===== config.mk =====
export PLATFORM = sky130hd
export DESIGN_NAME = console_text_writer
export DESIGN_NICKNAME = d
export VERILOG_FILES = /design/src/rtl/console_text_writer.sv
export SDC_FILE = /design/constraint.sdc
export NUM_CORES = 1
export LEC_CHECK = 0
export ABC_CLOCK_PERIOD_IN_PS = 2800
export CAP_MARGIN = 20
export CORE_ASPECT_RATIO = 1.75
export CORE_UTILIZATION = 45
export DETAILED_ROUTE_END_ITERATION = 12
export PLACE_DENSITY = 0.7
export SYNTH_ARGS = -nofsm -noshare
export SYNTH_HDL_FRONTEND = slang
export SYNTH_SLANG_ARGS = --single-unit

===== constraint.sdc =====
create_clock -name clk -period 2.8 [get_ports clk]
set_clock_uncertainty 0.05 [all_clocks]
set_input_delay 0.56 -clock clk [delete_from_list [all_inputs] [get_ports clk]]
set_output_delay 0.56 -clock clk [all_outputs]
set_load 0.005 [all_outputs]

===== src/rtl/console_text_writer.sv =====
// Byte-stream terminal front-end: places printable characters at the cursor,
// handles CR/LF/BS/FF, and scrolls the text buffer up when output runs off the last row.
module console_text_writer #(
    parameter int NUM_ROWS = 3,
    parameter int NUM_COLS = 10
) (
    input  logic                        clk,
    input  logic                        rst_n,
    input  logic [7:0]                  char_in,
    input  logic                        char_valid,
    output logic                        char_ready,
    output logic                        wr_en,
    output logic [5:0]                  wr_addr,
    output logic [6:0]                  wr_data,
    output logic [5:0]                  rd_addr,
    input  logic [6:0]                  rd_data,
    output logic [$clog2(NUM_ROWS)-1:0] cursor_row,
    output logic [$clog2(NUM_COLS)-1:0] cursor_col,
    output logic                        busy
);
    localparam int RW        = $clog2(NUM_ROWS);
    localparam int CW        = $clog2(NUM_COLS);
    localparam int NUM_CHARS = NUM_ROWS * NUM_COLS;

    localparam logic [RW-1:0] LAST_ROW   = RW'(NUM_ROWS - 1);
    localparam logic [CW-1:0] LAST_COL   = CW'(NUM_COLS - 1);
    localparam logic [5:0]    COLS6      = 6'(NUM_COLS);
    localparam logic [5:0]    COPY_LAST  = 6'(NUM_CHARS - NUM_COLS - 1);
    localparam logic [5:0]    FILL_START = 6'(NUM_CHARS - NUM_COLS);
    localparam logic [5:0]    LAST_IDX   = 6'(NUM_CHARS - 1);
    localparam logic [6:0]    SPACE      = 7'h20;

    typedef enum logic [1:0] {IDLE, WRITE, COPY, FILL} state_t;

    state_t        state, state_n;
    logic [RW-1:0] row, row_n;
    logic [CW-1:0] col, col_n;
    logic [5:0]    idx, idx_n;
    logic [5:0]    lat_addr, lat_addr_n;
    logic [6:0]    lat_data, lat_data_n;
    logic          bs_wr, bs_n;
    logic [5:0]    cur_addr;

    assign cur_addr = 6'(row) * COLS6 + 6'(col);

    always_ff @(posedge clk or negedge rst_n) begin
        if (!rst_n) begin
            state    <= IDLE;
            row      <= '0;
            col      <= '0;
            idx      <= '0;
            lat_addr <= '0;
            lat_data <= '0;
            bs_wr    <= 1'b0;
        end else begin
            state    <= state_n;
            row      <= row_n;
            col      <= col_n;
            idx      <= idx_n;
            lat_addr <= lat_addr_n;
            lat_data <= lat_data_n;
            bs_wr    <= bs_n;
        end
    end

    always_comb begin
        state_n    = state;
        row_n      = row;
        col_n      = col;
        idx_n      = idx;
        lat_addr_n = lat_addr;
        lat_data_n = lat_data;
        bs_n       = bs_wr;
        case (state)
            IDLE: begin
                if (char_valid) begin
                    if (char_in >= 8'h20 && char_in <= 8'h7E) begin
                        lat_addr_n = cur_addr;
                        lat_data_n = char_in[6:0];
                        bs_n       = 1'b0;
                        state_n    = WRITE;
                    end else begin
                        case (char_in)
                            8'h0A: begin
                                col_n = '0;
                                if (row < LAST_ROW) begin
                                    row_n = row + 1'b1;
                                end else begin
                                    idx_n   = '0;
                                    state_n = COPY;
                                end
                            end
                            8'h0D: col_n = '0;
                            8'h08: begin
                                // Backspace never wraps to the previous row.
                                if (col != '0) begin
                                    col_n      = col - 1'b1;
                                    lat_addr_n = cur_addr - 6'd1;
                                    lat_data_n = SPACE;
                                    bs_n       = 1'b1;
                                    state_n    = WRITE;
                                end
                            end
                            8'h0C: begin
                                row_n   = '0;
                                col_n   = '0;
                                idx_n   = '0;
                                state_n = FILL;
                            end
                            default: ;
                        endcase
                    end
                end
            end
            WRITE: begin
                state_n = IDLE;
                if (!bs_wr) begin
                    if (col < LAST_COL) begin
                        col_n = col + 1'b1;
                    end else begin
                        col_n = '0;
                        if (row < LAST_ROW) begin
                            row_n = row + 1'b1;
                        end else begin
                            idx_n   = '0;
                            state_n = COPY;
                        end
                    end
                end
            end
            COPY: begin
                if (idx == COPY_LAST) begin
                    idx_n   = FILL_START;
                    state_n = FILL;
                end else begin
                    idx_n = idx + 6'd1;
                end
            end
            FILL: begin
                if (idx == LAST_IDX) state_n = IDLE;
                else                 idx_n   = idx + 6'd1;
            end
            default: state_n = IDLE;
        endcase
    end

    // Outputs decode only from registered state, so reset drops wr_en immediately.
    always_comb begin
        wr_en   = 1'b0;
        wr_addr = '0;
        wr_data = '0;
        rd_addr = '0;
        case (state)
            WRITE: begin
                wr_en   = 1'b1;
                wr_addr = lat_addr;
                wr_data = lat_data;
            end
            COPY: begin
                wr_en   = 1'b1;
                wr_addr = idx;
                rd_addr = idx + COLS6;
                wr_data = rd_data;
            end
            FILL: begin
                wr_en   = 1'b1;
                wr_addr = idx;
                wr_data = SPACE;
            end
            default: ;
        endcase
    end

    assign char_ready = (state == IDLE);
    assign busy       = !char_ready;
    assign cursor_row = row;
    assign cursor_col = col;
endmodule


==> flow_metrics.py <==
metrics = {
    "setup_path": {
        "critPathKind": "reg2out",
        "r2r-end": "lat_addr[4]$_DFFE_PN0P_",
        "path_cells": "clkinv_1 -> nor2_1 -> a22o_1 -> clkdlybuf4s50_1",
        "worst-path-max-fanout": 9,
        "worstSetupStartpoint": "state[1]$_DFFE_PN0P_",
        "worstPathRequired_ns": 2.19,
        "slowest_stage": "dfrtp_1",
        "reg2regPathDepth": 6,
        "end_kind": "output port",
        "critPathArrivalTime_ns": 2.03,
        "crit_end": "wr_data[3]",
        "r2r-start": "cursor_col[0]$_DFFE_PN0P_",
        "rrSetupSlack_ns": 0.47,
        "critPathLaunchType": "register",
        "slowest_delay_ns": 0.54,
    },
    "grt": {
        "grt_use_total": 0.244,
        "antenna_found_initial": 0,
        "overflow": 0,
        "grt_pass1_vias": 2021,
        "grt_start_max_net_pins": 29,
        "grt_pass1_wl_um": 9340,
    },
    "routing": {
        "drc_errors": 0,
        "route.vias.total": 2075,
        "routed_via_density": 5.88,
        "dr.pass1.iters": 5,
        "wire_per_inst_um": 16.3,
        "drtIter0Drc": 39,
        "ant_nets": 0,
        "postRouteWirelength_um": 5750,
    },
    "sta": {
        "fmax_ghz": 0.379,
        "slew_headroom": 0.670,
        "fin_tns_setup_ns": 0,
        "rsz0062_at_grt": "no",
        "drv_slew": 0,
        "setup_viol": 0,
        "period_share": 0.942,
        "worstMarginPinSlew_ns": 0.494,
        "hold_violations": 0,
        "fin_crit_ns": 2.64,
    },
    "finish": {
        "fin_cells": 353,
        "utilization": 0.606,
        "area_delta_synth_final_pct": 29.5,
        "drive_gt1_frac": 0.126,
        "n_antenna_cell": 0,
        "nNetsFinal": 332,
        "final_cell_area_um2": 2850,
    },
    "clocking": {
        "cts.sinks": 28,
        "numCtsBuffers": 3,
        "clockBufferDepth": 2,
        "post_cts_buffers": 0,
        "root_buffer": "clkbuf_8",
        "clkSlewWorstSetupHoldPaths_ns": 0.10,
        "cts_tree": "yes",
        "cts.repair.resized": 0,
        "cts_hold_buf": 0,
        "htreeDepth": 1,
        "clock_latency_ns": 0.27,
    },
    "hold_path": {
        "hp-class": "reg2reg",
    },
    "power": {
        "ir_worst_vdd_uv": 530,
        "totalPowerFinal_mw": 2.41,
        "power_density_nw_per_um2": 846,
        "power.leakage_nw": 1.24,
    },
    "place": {
        "portBuffers": 45,
        "gp_congestion": 0.858,
        "dp.cells": 349,
        "hpwl_um": 4470,
        "place_area_um2": 2780,
    },
    "synth": {
        "ys_types": 55,
        "synth-seq-cells": 28,
        "synth_edf_count": 0,
        "synth_cells": 249,
        "syn_nets": 279,
        "yosys_warnings": 0,
        "async_flop_share": 1.00,
        "synth_seq_area_share": 0.318,
        "avgSynthCellArea_um2": 8.84,
        "synth_flop_cell": "dfrtp_1",
        "synth_area_um2": 2200,
    },
    "floorplan": {
        "dieWidth_um": 54.9,
        "die_area_um2": 5190,
        "rows": 33,
        "core-area_um2": 4710,
        "pin_count": 46,
        "die_h_um": 94.5,
        "start_util": 0.468,
    },
    "job": {
        "drv_cap": 0,
    },
    "status": {
        "status": "finished, final reports clean",
    },
}
synth_stat cells, types with 7 or more instances:
| master | number | share of area |
|---|---|---|
| a21oi_1 | 14 | 0.032 |
| a22o_1 | 16 | 0.064 |
| a31oi_1 | 10 | 0.028 |
| buf_2 | 7 | 0.016 |
| dfrtp_1 | 28 | 0.32 |
| ha_1 | 11 | 0.063 |
| inv_1 | 16 | 0.027 |
| nand2_1 | 16 | 0.027 |
| nor2_1 | 20 | 0.034 |
| o21ai_0 | 15 | 0.034 |
| xor2_1 | 7 | 0.028 |
cells by family after synthesis:
logic type      synth area share
buf+inv                   0.0654
compound gates             0.255
fa+ha+maj                 0.0716
flops                      0.318
simple gates               0.196
mux                       0.0546
xor+xnor                  0.0398
cell type report:
type / instances / area [um2]
multi-input combinational: 188 / 1360
fill: 451 / 1860
sequential: 28 / 701
clock buffer: 3 / 41.3
clock inverter: 1 / 30.0
tap: 52 / 65.1
inverter: 17 / 63.8
timing repair buffer: 64 / 593
routing by layer:
metal | vias to the layer above | wire length, um | global-route usage
li1 | 1014 | - | -
met1 | 1007 | 2290 | 0.268
met2 | 48 | 3220 | 0.465
met3 | 6 | 172 | 0.0177
met4 | 0 | 63 | 0.0684
met5 | - | 0 | 0
worst min path at each step:
stage	from	end	slack, ns	depth (start not counted)
after floorplan	rst_n	bs_wr$_DFFE_PN0P_	0.21	0
after global placement	lat_data[2]$_DFFE_PN0P_	lat_data[2]$_DFFE_PN0P_	0.45	1
after detailed placement	lat_data[0]$_DFFE_PN0P_	lat_data[0]$_DFFE_PN0P_	0.45	1
after CTS	lat_data[0]$_DFFE_PN0P_	lat_data[0]$_DFFE_PN0P_	0.47	1
after global routing	lat_data[0]$_DFFE_PN0P_	lat_data[0]$_DFFE_PN0P_	0.48	1
final	lat_data[0]$_DFFE_PN0P_	lat_data[0]$_DFFE_PN0P_	0.47	1
sequential cells by signal (all words and copies together), names as in the netlist:
| register | count |
|---|---|
| lat_data | 7 |
| idx | 6 |
| bs_wr | 1 |
| lat_addr | 6 |
| cursor_col | 4 |
| cursor_row | 2 |
| state | 2 |
critical path: cells and delay by family, from the launching register on:
| kind | cells | cell delay (ns) |
|---|---|---|
| compound gates | 1 | 0.20 |
| flops | 1 | 0.54 |
| simple gates | 1 | 0.37 |
| buf+inv | 2 | 0.64 |
power breakdown:
group	switching (mW)	internal, mW
clock	0.132	0.191
sequential	0.194	0.551
combinational	0.625	0.717
total	0.951	1.46
cells in the final DEF (no fill, tap or decap), drive strengths merged, types with 2 or more instances in the layout:
cell	synthesis	layout
a21o	2	2
a21oi	14	14
a22o	16	16
a31oi	10	10
and2	5	5
and3	6	6
buf	10	19
clkbuf	6	3
clkdlybuf4s50	0	45
dfrtp	28	28
ha	11	11
inv	16	16
mux2	9	9
nand2	17	17
nand2b	3	3
nand3	5	5
nand4	4	4
nor2	21	21
nor2b	4	4
nor3	4	4
nor3b	3	3
nor4	2	2
o211a	2	2
o211ai	2	2
o21ai	16	16
o221ai	2	2
o22ai	2	2
xnor2	3	3
xor2	7	7
per-stage QoR:
step / worst slack [ns] / hold slack (ns)
after CTS: 0.141 / 0.471
after detailed placement: 0.0501 / 0.447
after floorplan: 0.740 / 0.214
after global routing: 0.0674 / 0.481
final: 0.163 / 0.465
after global placement: 0.117 / 0.449
No activity file was read; power rests on OpenSTA's default activity.
